==> config.mk <==
export PLATFORM = sky130hd
export DESIGN_NAME = adc_sample_collector
export DESIGN_NICKNAME = d
export VERILOG_FILES = /design/src/rtl/adc_sample_collector.sv
export SDC_FILE = /design/constraint.sdc
export NUM_CORES = 1
export LEC_CHECK = 0
export BUFFER_PORTS_ARGS = -buffer_cell sky130_fd_sc_hd__buf_4
export CORE_MARGIN = 1.5
export CORE_UTILIZATION = 45
export CTS_BUF_LIST = sky130_fd_sc_hd__clkbuf_4
export CTS_CLUSTER_SIZE = 40
export DETAILED_ROUTE_END_ITERATION = 7
export GPL_TIMING_DRIVEN = 0
export PLACE_DENSITY_LB_ADDON = 0.1
export SYNTH_ARGS = -nofsm -noshare
export SYNTH_HDL_FRONTEND = slang
export SYNTH_SLANG_ARGS = --single-unit
export TNS_END_PERCENT = 10
==> constraint.sdc <==
create_clock -name f_clk -period 3.3 [get_ports f_clk]
set_input_delay 0.33 -clock f_clk [delete_from_list [all_inputs] [get_ports f_clk]]
set_output_delay 0.33 -clock f_clk [all_outputs]
set_load 0.01 [all_outputs]
==> src/rtl/adc_sample_collector.sv <==
// Averages 2^AVG_LOG2 ADC strobes taken after each switching blank; result lands 1 f_clk after the last strobe.
// Never stalls: a result that is not consumed before the next one loads is overwritten and flagged as overrun.
module adc_sample_collector #(
  parameter int DATA_W   = 12,
  parameter int AVG_LOG2 = 5
) (
  input  logic              f_clk,
  input  logic              f_rst_n,
  input  logic              f_adc_clock,
  input  logic              f_sw,
  input  logic [DATA_W-1:0] adc_data,
  input  logic              adc_otr,
  input  logic              sample_ready,
  output logic [DATA_W-1:0] sample_out,
  output logic              sample_valid,
  output logic              sample_otr,
  output logic              short_err,
  output logic              overrun
);

  localparam int ACC_W = DATA_W + AVG_LOG2;
  localparam int CNT_W = AVG_LOG2 + 1;
  localparam logic [CNT_W-1:0] N_SAMPLES = CNT_W'(1) << AVG_LOG2;

  typedef enum logic [1:0] {
    ST_IDLE,
    ST_BLANK,
    ST_ACQ,
    ST_HOLD
  } state_t;

  state_t            r_state;
  logic              r_f_sw_d;
  logic              r_sw_armed;
  logic [ACC_W-1:0]  r_acc;
  logic [CNT_W-1:0]  r_cnt;
  logic              r_otr_acc;
  logic [DATA_W-1:0] r_sample_out;
  logic              r_sample_valid;
  logic              r_sample_otr;
  logic              r_short_err;
  logic              r_overrun;

  logic              w_sw_rise;
  logic              w_done;
  logic              w_strobe;

  // r_sw_armed keeps a switch already high at reset release from looking like a fresh edge
  assign w_sw_rise = f_sw & ~r_f_sw_d & r_sw_armed;
  assign w_done    = (r_state == ST_ACQ) && (r_cnt == N_SAMPLES);
  assign w_strobe  = (r_state == ST_ACQ) && f_adc_clock;

  always_ff @(posedge f_clk) begin
    if (!f_rst_n) begin
      r_state        <= ST_IDLE;
      r_f_sw_d       <= 1'b0;
      r_sw_armed     <= 1'b0;
      r_acc          <= '0;
      r_cnt          <= '0;
      r_otr_acc      <= 1'b0;
      r_sample_out   <= '0;
      r_sample_valid <= 1'b0;
      r_sample_otr   <= 1'b0;
      r_short_err    <= 1'b0;
      r_overrun      <= 1'b0;
    end else begin
      r_f_sw_d    <= f_sw;
      r_sw_armed  <= 1'b1;
      r_short_err <= 1'b0;

      // A load in the same cycle as a handshake keeps valid high without counting as overrun
      if (w_done) begin
        r_sample_out   <= DATA_W'(r_acc >> AVG_LOG2);
        r_sample_otr   <= r_otr_acc;
        r_sample_valid <= 1'b1;
        if (r_sample_valid && !sample_ready) begin
          r_overrun <= 1'b1;
        end
      end else if (r_sample_valid && sample_ready) begin
        r_sample_valid <= 1'b0;
      end

      case (r_state)
        ST_IDLE: begin
          if (w_sw_rise) begin
            r_state <= ST_BLANK;
          end
        end
        ST_BLANK: begin
          if (!f_sw) begin
            r_state <= ST_ACQ;
          end
        end
        ST_ACQ: begin
          if (w_done) begin
            r_acc     <= '0;
            r_cnt     <= '0;
            r_otr_acc <= 1'b0;
            r_state   <= w_sw_rise ? ST_BLANK : ST_HOLD;
          end else if (w_sw_rise) begin
            // Period ended early: drop the partial sum, keep the last result
            r_short_err <= 1'b1;
            r_acc       <= '0;
            r_cnt       <= '0;
            r_otr_acc   <= 1'b0;
            r_state     <= ST_BLANK;
          end else if (w_strobe) begin
            r_acc     <= r_acc + ACC_W'(adc_data);
            r_cnt     <= r_cnt + CNT_W'(1);
            r_otr_acc <= r_otr_acc | adc_otr;
          end
        end
        ST_HOLD: begin
          if (w_sw_rise) begin
            r_state <= ST_BLANK;
          end
        end
        default: r_state <= ST_IDLE;
      endcase
    end
  end

  assign sample_out   = r_sample_out;
  assign sample_valid = r_sample_valid;
  assign sample_otr   = r_sample_otr;
  assign short_err    = r_short_err;
  assign overrun      = r_overrun;

endmodule

; Word level (Yosys, flattened, before mapping)
; Index checks and enable logic that the tools add are counted.
[op_classes]
add_sub_neg = 2
eq_ne = 5
muxes = 18
bitwise = 6
n_reduce_logical = 12
[op_table]
columns = cell, count
row1 = $mux 17, 3
row2 = $mux 6, 3
row3 = $add 17x12->17, 1
row4 = $mux 2, 4
row5 = $mux 1, 7
row6 = $add 6x1->6 const B, 1
row7 = $eq 6x6->1 const B, 1
row8 = $pmux 2 s3, 1
row9 = $eq 2x2->1 const B, 2
row10 = $logic_and 1x1->1, 4
row11 = $reduce_and 2->1, 2
row12 = $not 1->1, 3
row13 = $reduce_bool 3->1, 1
row14 = $reduce_or 3->1, 1
row15 = $and 1x1->1, 2
row16 = $eq 2x1->1 const B, 1
row17 = $logic_not 2->1, 1
row18 = $ne 2x2->1 const B, 1
row19 = $reduce_bool 2->1, 1
row20 = $reduce_or 2->1, 1
row21 = $logic_not 1->1, 1
row22 = $or 1x1->1, 1
[word_totals]
regBits = 44
inputBits = 18
out_inout_bits = 16
word_cells = 54

; Logic depth before layout (Yosys ltp)
; Gate-level depths: netlist (run 1).
[logic_depth]
ltp_word = 6
ltp_mapped = 9
ltp_nobuf = 9

; Worst setup path before layout (run 1)
; OpenSTA, ideal clock, no wires.
[synth_timing]
path_type = in2reg
start = input adc_data[0]
end = register r_acc[14]
setup_ns = 0.059
arrival_ns = 1.994
required_time_ns = 3.241
setup_slack_ns = 1.247
cell_stages = 9
path_buffers = 0
cell_sequence = ha_1 > inv_1 > fa_1 > nor2b_1 > o2111ai_1 > nand3_1 > a21oi_1 > or4_1 > nand2_1
[synth_between]
elab_chain_len = 4
[synth_rtl]
columns = element, line
row1 = from (decl), 11  ; input logic [DATA_W-1:0] adc_data,
row2 = $add 17x12->17, 108  ; r_acc <= r_acc + ACC_W'(adc_data);
row3 = $mux 17, 107  ; end else if (w_strobe) begin
row4 = $mux 17, 100  ; end else if (w_sw_rise) begin
row5 = $mux 17, 95  ; if (w_done) begin
row6 = to (signal assigned), 108
row7 = to (decl), 35  ; logic [ACC_W-1:0] r_acc;
; Every way passes these cells. The select of a mux whose other input is x is not followed.
; A chain may end at the register's enable or synchronous reset.

; Worst setup path after layout (run 1)
[layout_timing]
start = register r_acc[0]
end = register r_acc[14]
[layout_between]
elab_chain_len = 4
[layout_rtl]
columns = element, line
row1 = $add 17x12->17, 108
row2 = $mux 17, 107
row3 = $mux 17, 100
row4 = $mux 17, 95
; Every way passes these cells. The select of a mux whose other input is x is not followed.

==> results.md, run 1 <==
Global route:
- The number of antenna violations at the first check in global routing came to 0.
- For this run, global-route usage on met3 was measured as about 4.7%.
- The number of global-route vias before repair was 1790.
- The largest net degree at the start of global routing is 15.
- Global routing used between 30% and 40% of the available met2 tracks.
- For met1 alone, demand over resource in global routing was 24.6%.
- In this run the most used layer during global routing was met2.
- Across every metal layer, demand over resource in global routing totals 18.9%.
- The first global-routing pass estimated just under 8000 um of wire.
- The total overflow left after global routing is 0.

Timing:
- The headroom to the max-slew limit is a little under three fifths.
- The number of pins exceeding their max-slew limit in the final report was 0.
- Clock skew on the completed layout was measured at 0.0115 ns.
- Setup repair after global routing left no endpoint under its margin.
- At the pin with the least slew margin, the transition time is around 0.65 ns.
- Setup violations remaining at the end of the flow were counted as 0.
- Timing would allow up to 432 MHz.
- The final setup TNS is 0 ns.
- The clock period could shrink to roughly 2.3 ns.
- The worst path uses a little over two thirds of the clock period.
- The count of final hold-check violations is 0.
- The final hold slack is approximately 0.16 ns.

Status:
- The flow ran to the end, and the final reports show no timing, DRC or antenna violations.

Critical path:
- The largest fanout of any net on the critical path is 6.
- The arrival time at the worst endpoint is around 2.6 ns.
- Together, buffers and inverters on the worst path number 1.
- The worst setup path is captured at a flip-flop.
- Across all register-to-register paths, the minimum setup slack is 0.98 ns.
- The number of gates on the worst path with buffers counted is 9.
- The slowest stage of the critical path is the or4_1 cell.
- The kind of start point of the critical path is a flip-flop.
- The stage delay of the slowest cell on the critical path is about 0.5 ns.
- The capturing point of the worst reg2reg path is r_acc[14]$_SDFFE_PN0P_.
- The first element of the critical path is r_acc[0]$_SDFFE_PN0P_.
- Traced cell by cell, the critical path runs through ha_1 > inv_1 > fa_1 > nor2b_1 > o2111ai_1 > nand3_1 > a21oi_1 > or4_1 > nand2_1.
- The required time of the critical path is 3.61 ns.
- The worst register-to-register path begins at r_acc[0]$_SDFFE_PN0P_.
- The critical path is of the reg -> reg type.
- The most critical setup path has its endpoint at r_acc[14]$_SDFFE_PN0P_.
- On the critical path the largest part of the delay comes from simple AND/OR/NAND/NOR gates.
- The number of cells on the worst reg-to-reg path is 9.

Clock tree:
- The H-tree level count is 2.
- The clock insertion delay at the later pin of the skew report is between 0.3 and 0.4 ns.
- The clock net in this run drives a total of 44 sinks.
- Clock-pin slew was measured on the worst setup and hold paths at approximately 0.13 ns.
- The clock passes through at most 2 buffers.
- Clock tree synthesis selected as its root buffer the cell clkbuf_4.
- After clock tree synthesis, the setup repair step added 0 buffers.
- The number of clock buffers inserted by TritonCTS is 5.
- Hold repair after CTS inserted 0 buffers.
- Once the clock tree was built, the resizer swapped 0 gates to a different size.
- The clock tree from TritonCTS is built.

Job:
- The tool flagged a number of max-cap violations equal to 0.

Floorplan:
- In this run the vertical extent of the chip is between 70 and 80 um.
- From left edge to right edge, the die measures 73.1 um.
- The count of standard-cell rows is 25.
- The overall die area is 0.00534 mm2.
- 34 I/O pins were placed.
- The starting density of the core is between 40% and 50%.
- The total area inside the core boundary comes to around 0.0047 mm2.

Pwr:
- Net switching is a little over a quarter of the power.
- The power density over cell area is around 360 mW/mm2.
- The static leakage power is about 1.1 nW.
- The sequential fraction of design power is 59.0%.
- The total net switching power is roughly 250 uW.
- The cell internal power dissipation is 675 uW.
- Per report_power, the combinational group accounts for around an eighth of the total.
- IR analysis of the VDD net gives a maximum drop of approximately 0.00013 V.
- The clock network burns between 20 and 30% of the power.

Yosys:
- After synthesis, the mean cell area works out to roughly 8.5 um2.
- The number of different library cells used by synthesis comes to 46.
- Summing the sequential cell areas from Yosys gives between 30% and 40% of the chip area.
- The synthesized design contains 0 enable-type register cells.
- The post-synthesis net count is between 200 and 300.
- The post-synthesis instance total is 260.
- The share of synthesized flip-flops with an asynchronous set or reset is 0%.
- For this run, the number of Yosys warnings is 0.
- After synthesis the cells add up to ~0.0022 mm2.
- For this run, the leading register cell type out of synthesis is dfxtp_1.
- In this run, synthesis produced a sequential element count of 44.

Finish:
- In the final layout, the share of cells above drive strength 1 is between 10% and 20%.
- In the final layout, flip-flops and latches occupy 881 um2.
- Fill cells in the final layout number 474.
- At the end of the flow, the number of nets in the layout was 335.
- The area added between synthesis and finish is 17.5%.
- In the final layout, the multi-input gates occupy roughly 0.0013 mm2.
- 0 antenna diodes ended up in the layout.

Worst hold path:
- The path class of the lowest-slack min-delay path is in -> reg.

Drt:
- The detailed router's first-iteration violation count is 84.
- The detail route stage leaves a number of antenna-violating nets equal to 0.
- For this run, design rule violations remaining after detail routing come to 0.
- The total via count in the routed design is 1928.
- The wire length reported by the detailed router is roughly 4600 um.
- The first-pass iteration count of the detailed router is 4.
- The mean number of vias per cell is approximately 5.2.
- The routed length per instance is about 13 um.

Place:
- After legalization and detailed placement, the total HPWL measured around 3500 um.
- Port buffering added 33 buffers.
- The global placer's final weighted congestion is around 0.87.
[metal layers]
layer	part of all wire (%)	up-vias
met1	50	894
met3	3.3	2
li1	-	1003
met5	0	-
met2	46	29
met4	0.58	0
[layout make-up]
type	count	share of cell area, %
plain buffers	9	1.54
clock buffers	5	1.44
clock inverters	3	0.722
inverters	8	1.16
multi-input cells	199	48.5
flip-flops and latches	44	33.9
well taps	67	3.23
repair buffers	33	9.53
[worst min path at each step]
stage               cells after the start                       start  slack (ns)                          to
finish                                  1                     f_rst_n        0.16          r_sw_armed$_DFF_P_
global route                            1                     f_rst_n        0.13          r_sw_armed$_DFF_P_
CTS                                     1                     f_rst_n        0.15          r_sw_armed$_DFF_P_
detailed placement                      2  sample_out[4]$_SDFFE_PN0P_        0.45  sample_out[4]$_SDFFE_PN0P_
global placement                        2  sample_out[8]$_SDFFE_PN0P_        0.45  sample_out[8]$_SDFFE_PN0P_
floorplan                               0                     f_rst_n        0.36          r_sw_armed$_DFF_P_
[synthesized netlist by cell type (all sizes together), types with 4 or more instances]
library cell  instances  area share [%]
a21o                  5             1.7
o21ai                 9             2.0
o21a                  4             1.4
dfxtp                44              40
ha                   16             9.1
inv                   8             1.4
xor2                 11             4.4
a21oi                29             6.6
nor2                 26             4.4
clkbuf                6             1.0
nand3                 7             1.8
a22oi                 7             2.4
xnor2                 4             1.6
nand2                42             7.1
[through the flow]
step	setup slack (ns)	util [%]	std cells	cell area, um2	total power [mW]
2_1_floorplan	1.25	-	260	2210	0.642
3_3_place_gp	0.935	53.8	360	2540	0.681
3_5_place_dp	0.924	53.8	360	2540	0.682
4_1_cts	0.966	55.0	368	2600	0.938
5_1_grt	0.813	55.0	368	2600	0.975
6_report	0.983	55.0	368	2600	0.929
[registers in the layout, indices dropped and copies added (netlist names)]
name          count
overrun           1
r_acc            17
r_cnt             6
r_f_sw_d          1
r_otr_acc         1
r_state           2
r_sw_armed        1
sample_otr        1
sample_out       12
sample_valid      1
short_err         1
[kinds of logic after synthesis]
family,share of synthesized area (%)
AND/OR/NAND/NOR,20.4
AO/OA/AOI/OAI,20.7
flip-flops,39.8
buffers and inverters,3.17
adder cells (fa/ha/maj),9.96
XOR/XNOR,5.94
[worst reg2reg max path: stages, from the launching register on]
cell and delay [ns]:
dfxtp_1 0.36, ha_1 0.20, inv_1 0.06, fa_1 0.41, nor2b_1 0.17, o2111ai_1 0.12, nand3_1 0.19, a21oi_1 0.20
or4_1 0.50, nand2_1 0.07
[power groups by stage]
stage / logic (mW) / clock network, mW / registers, mW
2_1_floorplan: 0.0846 / 0 / 0.558
3_3_place_gp: 0.121 / 0 / 0.559
3_5_place_dp: 0.123 / 0 / 0.560
4_1_cts: 0.123 / 0.267 / 0.548
5_1_grt: 0.138 / 0.287 / 0.550
6_report: 0.123 / 0.258 / 0.548
[cell usage in the layout (no fill, tap or decap), types with 2 or more instances in the layout]
master | synthesis | final
a211oi_1 | 3 | 3
a21o_1 | 5 | 5
a21oi_1 | 29 | 29
a221o_1 | 2 | 2
a22oi_1 | 7 | 7
a31oi_1 | 2 | 2
and2_1 | 2 | 2
and3_1 | 3 | 3
buf_2 | 2 | 2
buf_4 | 1 | 34
clkbuf_1 | 6 | 6
clkbuf_4 | 0 | 5
clkinvlp_4 | 0 | 2
dfxtp_1 | 44 | 44
ha_1 | 16 | 16
inv_1 | 7 | 7
nand2_1 | 42 | 42
nand3_1 | 6 | 6
nand4_1 | 2 | 2
nor2_1 | 26 | 26
o211ai_1 | 3 | 3
o21a_1 | 4 | 4
o21ai_0 | 3 | 3
o21ai_1 | 6 | 6
or3_1 | 2 | 2
or4_1 | 2 | 2
xnor2_1 | 4 | 4
xor2_1 | 11 | 11
No activity file was read; power rests on OpenSTA's default activity.
==> inputs of run 2 (changes only) <==
==> constraint.sdc (replaced) <==
create_clock -name f_clk -period 2.3 [get_ports f_clk]
set_input_delay 0.23 -clock f_clk [delete_from_list [all_inputs] [get_ports f_clk]]
set_output_delay 0.23 -clock f_clk [all_outputs]
set_load 0.01 [all_outputs]
==> results.md, run 2 (same netlist as run 1, synthesis figures left out) <==
Status:
- The run finished with clean final reports.

Pwr:
- The total net switching power is 368 uW (+45%).
- The maximum vdd drop came to 0.000188 V (+44%).
- The overall power consumption was 1.34 mW (+44%).
- The power density over cell area came to 511 mW/mm2 (+43%).
- The sequential fraction of design power was 58.8% (-0.2 points).
- The cell internal power dissipation is 969 uW (+44%).
- The switching fraction of total power is 27.5% (+0.13 points).
- The static leakage power was 1.06 nW (+0.89%).
- The proportion of power drawn by the clock network is 27.7% (about the same).
- The combinational group share of total power is 13.4% (about the same).

Global route:
- The largest net degree at the start of global routing is 15 (unchanged).
- The number of antenna violations at the first check in global routing is 0 (unchanged).
- The number of global-route vias before repair is 1790 (unchanged).
- The overall global routing resource usage is 18.9% (unchanged).
- The overall overflow remaining after global route was 0 (unchanged).
- The first-pass GRT wire length is 7840 um (unchanged).

Critical path:
- The slowest stage of the critical path belongs to the cell or4_1.
- The largest delay contributor family on the critical path is simple AND/OR/NAND/NOR gates.
- The arrival time at the worst endpoint is 2.44 ns (-0.18 ns).
- The stage delay of the slowest cell on the critical path is 0.50 ns (about the same).
- The number of buffers and inverters on the critical path came to 3 (+2).
- The largest fanout of any net on the critical path is 10 (+4).
- Traced cell by cell, the critical path runs through inv_1 > ha_1 > clkbuf_1 > nand3_2 > nand2_1 > a21o_1 > buf_2 > or4_1 > nand2_1.
- The number of gates on the worst path with buffers counted is 9 (unchanged).
- The required time of the critical path is 2.61 ns (-1.00 ns).
- The critical path endpoint category is a flip-flop.
- The most repeated library cell on the critical path is nand2_1.
- The number of cells traversed by the worst register-to-register path is 9 (unchanged).
- The critical path class is reg -> reg.
- The kind of start point of the critical path is a flip-flop.

Finish:
- Counting flops per register, the top entry is r_acc.
- The antenna diode instance count was 0 (unchanged).
- In the layout the commonest cells are dfxtp_1, nand2_1, buf_4, a21oi_1, nor2_1.
- Leaving out fill and tap cells, the most frequent cell in the layout is dfxtp_1.
- From synthesis to final layout, the design area changed by 18.4%.
- The flip-flop count of the largest register, all copies and words added is 17 (unchanged).
- The net count of the finished layout is 335 (unchanged).
- The share of cells above drive strength 1 is 17.3% (+1.3 points).

Place:
- The count of buffers inserted at the top-level ports came to 33 (unchanged).
- The global placer's final weighted congestion is 0.866 (unchanged).
- The half-perimeter wire length after detailed placement is 3520 um (unchanged).

Clock tree:
- The H-tree level count came to 2 (unchanged).
- The clock slew seen by the registers of the worst setup and hold paths is 0.13 ns (about the same).
- The post-CTS setup-driven buffer insertion count came to 0 (unchanged).
- TritonCTS built the clock tree.
- The clock root buffer is clkbuf_4.
- The deepest clock path buffer count is 2 (unchanged).
- The CTS sink count is 44 (unchanged).
- The clock insertion delay at the later pin of the skew report was 0.36 ns (about the same).
- The number of clock buffers inserted by TritonCTS came to 5 (unchanged).

Timing:
- The number of failing setup endpoints in the final timing report is 0 (unchanged).
- Setup repair after global routing left no endpoint under its margin.
- The worst-case clock skew was 0.00967 ns (-0.00178 ns).
- The transition at the pin with the smallest max-transition slack is 0.514 ns (-0.135 ns).
- The minimum clock period is 2.13 ns (-0.184 ns).
- The final critical-path share of the clock period is 92.7% (+23 points).
- The headroom to the max-slew limit was 65.8% (+9.2 points).
- The final setup TNS is 0 ns (unchanged).
- The number of pins exceeding their max-slew limit in the final report came to 0 (unchanged).
- The fmax is 469 MHz (+8.6%).
- The count of final hold-check violations was 0 (unchanged).

Drt:
- The number of nets with antenna violations after detailed routing is 0 (unchanged).
- The detailed router's first-iteration violation count is 99 (+18%).
- The total via count in the routed design is 1923 (-0.26%).
- The first-pass iteration count of the detailed router was 4 (unchanged).
- The final routed DRC violation total is 0 (unchanged).
- The mean number of vias per cell came to 5.23 (-0.26%).
- The routed length per instance is 12.7 um (+0.67%).
- The wire length reported by the detailed router came to 4680 um (+0.67%).

Floorplan:
- The I/O pin total is 34 (unchanged).
- The starting density of the core is 46.8% (unchanged).
- The standard cell core area came to 0.00472 mm2 (unchanged).
- The count of standard-cell rows is 25 (unchanged).
- The floorplan die height is 73.1 um (unchanged).
- The overall die area is 0.00534 mm2 (unchanged).
- The die width is 73.1 um (unchanged).

Job:
- The max-capacitance violation count is 0 (unchanged).

Worst hold path:
- The path class of the lowest-slack min-delay path is in -> reg.
- The cell depth of the worst min-delay path is 1 (unchanged).
-- run 2: changes by cell type in the layout (fill, tap and decap cells not counted) --
cell / previous run / this run
nand3_2: 1 / 2
fa_2: 0 / 1
a21oi_1: 29 / 28
nor3_4: 0 / 1
nor2b_1: 1 / 0
fa_1: 1 / 0
nor2b_2: 0 / 1
a21oi_2: 0 / 1
nand3_1: 6 / 5
nor3_2: 1 / 0
-- run 2: what timing repair did --
item | 4_1_cts | 5_1_grt
gates resized for setup | 1 | 4
hold buffers | 0 | 0
setup endpoints to repair | 1 | 8
-- run 2: worst register-to-register path, cell delays in order (launching register included) --
cell and delay, ns:
dfxtp_1 0.38, inv_1 0.07, ha_1 0.19, clkbuf_1 0.19, nand3_2 0.23, nand2_1 0.12
a21o_1 0.16, buf_2 0.17, or4_1 0.50, nand2_1 0.07
-- run 2: metal layers --
layer	wire, um	global-route usage [%]
met5	0	0
met2	2150	30.8
met3	166	4.70
met1	2330	24.6
met4	27	5.45
-- run 2: power groups by stage --
stage	sequential, mW	combinational, mW	clock [mW]
final	0.786	0.180	0.371
after global placement	0.803	0.174	0
after floorplan	0.800	0.121	0
after CTS	0.786	0.178	0.383
after detailed placement	0.803	0.176	0
after global routing	0.789	0.201	0.412
-- run 2: layout make-up --
class | instances | area (um2)
Clock buffer | 5 | 37.5
Multi-Input combinational cell | 199 | 1280
Clock inverter | 3 | 18.8
Inverter | 8 | 30.0
Timing Repair Buffer | 33 | 248
Buffer | 9 | 40.0
Sequential cell | 44 | 881
Fill cell | 473 | 2100
Tap cell | 67 | 83.8
-- run 2: path summary, 6_finish.rpt --
check             slack, ns                 endpoint                     from
setup reg to reg       0.17   r_acc[14]$_SDFFE_PN0P_  r_state[0]$_SDFFE_PN0P_
setup / recovery       0.17   r_acc[14]$_SDFFE_PN0P_  r_state[0]$_SDFFE_PN0P_
hold reg to reg        0.46  sample_otr$_SDFFE_PN0P_   r_otr_acc$_SDFFE_PN0P_
hold / removal         0.06       r_sw_armed$_DFF_P_                  f_rst_n
-- run 2: through the flow --
step	hold WS (ns)	cell area (um2)	setup slack, ns	std cells	utilization (%)
after global placement	0.424	2540	0.0280	360	53.8
final	0.0577	2620	0.167	368	55.4
after floorplan	0.258	2210	0.260	260	-
after CTS	0.0471	2600	0.0346	368	55.1
after global routing	0.0326	2620	0.0196	368	55.4
after detailed placement	0.426	2540	0.00621	360	53.8
==> inputs of run 3 (changes only) <==
--- a/config.mk
+++ b/config.mk
@@ -5,7 +5,8 @@
 export SDC_FILE = /design/constraint.sdc
 export NUM_CORES = 1
 export LEC_CHECK = 0
-export BUFFER_PORTS_ARGS = -buffer_cell sky130_fd_sc_hd__buf_4
+export BUFFER_PORTS_ARGS = -buffer_cell sky130_fd_sc_hd__clkbuf_2
+export CAP_MARGIN = 20
 export CORE_MARGIN = 1.5
 export CORE_UTILIZATION = 45
 export CTS_BUF_LIST = sky130_fd_sc_hd__clkbuf_4
==> results.md, run 3 (same netlist as run 1, synthesis figures left out) <==
Pwr:
- The proportion of power drawn by the clock network was 27.1% (-0.6 points).
- The total net switching power came to 343 uW (-6.8%).
- The static leakage power is 1.05 nW (-1.8%).
- The maximum vdd drop is 0.000214 V (+14%).
- The switching fraction of total power is 26.1% (-1.4 points).
- The combinational group share of total power was 13.1% (-0.3 points).
- The power density over cell area was 517 mW/mm2 (+1.3%).
- The sequential fraction of design power is 59.8% (+1.0 points).
- The cell internal power dissipation was 971 uW (+0.12%).

Finish:
- The flip-flop count of the largest register, all copies and words added is 17 (unchanged).
- More flip-flops sit in one register than any other, and that register is r_acc.
- The library cell used most frequently in the layout, excluding fill and tap cells, is dfxtp_1.
- The share of cells above drive strength 1 came to 17.7% (+0.39 points).
- The antenna diode instance count is 0 (unchanged).
- The filler cell count is 480 (+1.5%).
- The net count of the finished layout was 335 (unchanged).
- The library cells used most frequently in the layout, excluding fill and tap cells, are dfxtp_1, nand2_1, clkbuf_2, a21oi_1, nor2_1.
- The area growth from synthesis to layout is 14.9%.

Timing:
- The minimum clock period was 2.10 ns (-0.0297 ns).
- The headroom to the max-slew limit is 66.9% (+1.1 points).
- The number of failing setup endpoints in the final timing report is 0 (unchanged).
- The final critical-path share of the clock period was 91.4% (-1.3 points).
- Setup repair after global routing left no endpoint under its margin.
- The worst-case clock skew was 0.00691 ns (-0.00276 ns).
- The transition at the pin with the smallest max-transition slack came to 0.496 ns (-0.0172 ns).
- The final hold slack is 0.124 ns (+0.0662 ns).
- The fmax was 475 MHz (+1.4%).
- The final setup TNS is 0 ns (unchanged).
- The number of pins exceeding their max-slew limit in the final report is 0 (unchanged).
- The count of final hold-check violations is 0 (unchanged).

Critical path:
- The arrival time at the worst endpoint is 2.40 ns (-0.04 ns).
- STA classifies the critical path startpoint as a flip-flop.
- The critical path is of the reg -> reg type.
- The number of cells traversed by the worst register-to-register path is 9 (unchanged).
- The critical path endpoint category is a flip-flop.
- The required time of the critical path is 2.59 ns (-0.02 ns).
- The largest fanout of any net on the critical path came to 6 (-4).
- The capture point of the critical path is r_acc[14]$_SDFFE_PN0P_.
- The worst reg2reg path startpoint is r_acc[0]$_SDFFE_PN0P_.
- The reg-to-reg setup timing slack came to 0.20 ns (+0.03 ns).
- The critical path starts at r_acc[0]$_SDFFE_PN0P_.
- The worst register-to-register path ends at r_acc[14]$_SDFFE_PN0P_.

Global route:
- The first-pass GRT wire length was 7870 um (+0.36%).
- The overall overflow remaining after global route came to 0 (unchanged).
- The overall global routing resource usage is 19.0% (+0.12 points).
- The met3 layer usage reported by global route was 3.73% (-0.97 points).
- The number of antenna violations at the first check in global routing is 0 (unchanged).
- The number of global-route vias before repair is 1827 (+2.1%).
- The largest net degree at the start of global routing is 13 (-2).
- The met2 usage in global routing is 31.8% (+1.0 points).
- The routing layer with the top usage in global route is met2.
- The global routing met1 resource utilization was 24.1% (-0.49 points).

Floorplan:
- The overall die area is 0.00534 mm2 (unchanged).
- The count of standard-cell rows is 25 (unchanged).
- The die width is 73.1 um (unchanged).
- The I/O pin total came to 34 (unchanged).
- The floorplan die height is 73.1 um (unchanged).
- The starting density of the core is 46.8% (unchanged).
- The standard cell core area is 0.00472 mm2 (unchanged).

Status:
- The run finished with clean final reports.

Clock tree:
- The CTS sink count is 44 (unchanged).
- The H-tree level count was 2 (unchanged).
- The clock insertion delay at the later pin of the skew report came to 0.35 ns (about the same).
- The quantity of hold-fixing buffers added after cts is 0 (unchanged).
- The post-CTS setup-driven buffer insertion count is 0 (unchanged).
- The number of clock buffers inserted by TritonCTS is 5 (unchanged).
- The clock tree from TritonCTS is built.
- The clock slew seen by the registers of the worst setup and hold paths is 0.12 ns (about the same).
- CTS placed an instance of clkbuf_4 at the clock tree root.
- The deepest clock path buffer count is 2 (unchanged).

Drt:
- The routed length per instance is 12.6 um (-1.2%).
- The wire length reported by the detailed router is 4610 um (-1.5%).
- The number of nets with antenna violations after detailed routing was 0 (unchanged).
- The total via count in the routed design came to 1901 (-1.1%).
- The final routed DRC violation total came to 0 (unchanged).
- The detailed router's first-iteration violation count came to 74 (-25%).
- The first-pass iteration count of the detailed router is 4 (unchanged).
- The mean number of vias per cell is 5.18 (-0.87%).

Place:
- The half-perimeter wire length after detailed placement is 3480 um (-1.2%).
- The count of buffers inserted at the top-level ports is 33 (unchanged).
- The global placer's final weighted congestion came to 0.845 (-2.5%).

Worst hold path:
- The path class of the lowest-slack min-delay path is in -> reg.

Job:
- The max-capacitance violation count was 0 (unchanged).
## run 3: cell count changes in the layout (fill, tap and decap cells not counted), sizes merged
| cell | previous run | this run |
|---|---|---|
| buf | 36 | 3 |
| clkinvlp | 2 | 0 |
| clkbuf | 11 | 45 |
## run 3: area by class of cell
cell class / instances / area [um2] / area share [%]
buffer: 9 / 40.0 / 1.58
inverter: 8 / 30.0 / 1.18
clock buffer: 6 / 45.0 / 1.77
tap: 67 / 83.8 / 3.30
multi-input combinational: 199 / 1290 / 50.8
sequential: 44 / 881 / 34.7
timing repair buffer: 33 / 165 / 6.50
clock inverter: 1 / 5.00 / 0.197
## run 3: power by group through the flow
stage	combinational [mW]	clock, mW	sequential (mW)
5_1_grt	0.194	0.394	0.788
4_1_cts	0.170	0.374	0.786
2_1_floorplan	0.121	0	0.800
3_3_place_gp	0.166	0	0.802
6_report	0.172	0.356	0.786
3_5_place_dp	0.169	0	0.803
## run 3: worst min-delay path by stage
stage | from | to | slack [ns] | depth (start not counted)
2_1_floorplan | f_rst_n | r_sw_armed$_DFF_P_ | 0.26 | 0
3_3_place_gp | sample_out[4]$_SDFFE_PN0P_ | sample_out[4]$_SDFFE_PN0P_ | 0.44 | 2
3_5_place_dp | sample_out[10]$_SDFFE_PN0P_ | sample_out[10]$_SDFFE_PN0P_ | 0.45 | 2
4_1_cts | f_rst_n | r_sw_armed$_DFF_P_ | 0.11 | 1
5_1_grt | f_rst_n | r_sw_armed$_DFF_P_ | 0.11 | 1
6_report | adc_otr | r_otr_acc$_SDFFE_PN0P_ | 0.12 | 3
## run 3: worst max-delay path: stages, from the launching register on
cell       delay (ns)
dfxtp_1          0.36
ha_2             0.19
inv_1            0.05
fa_2             0.36
nor2b_2          0.15
o2111ai_1        0.14
nand3_2          0.14
a21oi_2          0.11
or4_1            0.47
nand2_1          0.07
## run 3: through the flow
step / power, mW / util [%] / area, um2 / cells / worst slack [ns]
final: 1.31 / 53.8 / 2540 / 367 / 0.197
after global routing: 1.38 / 53.8 / 2540 / 367 / 0.0269
after CTS: 1.33 / 53.2 / 2510 / 367 / 0.0485
after detailed placement: 0.971 / 52.1 / 2460 / 360 / 0.0331
after global placement: 0.969 / 52.1 / 2460 / 360 / 0.0406
after floorplan: 0.922 / - / 2210 / 260 / 0.260
## run 3: routing by layer
| layer | vias to the layer above | routed length [um] |
|---|---|---|
| met2 | 28 | 2140 |
| met5 | - | 0 |
| met3 | 5 | 128 |
| met4 | 0 | 60 |
| li1 | 1004 | - |
| met1 | 864 | 2280 |
## run 3: what timing repair did
item,CTS,global route
gates resized for setup,1,6
setup endpoints to repair,1,8
pin swaps,0,1
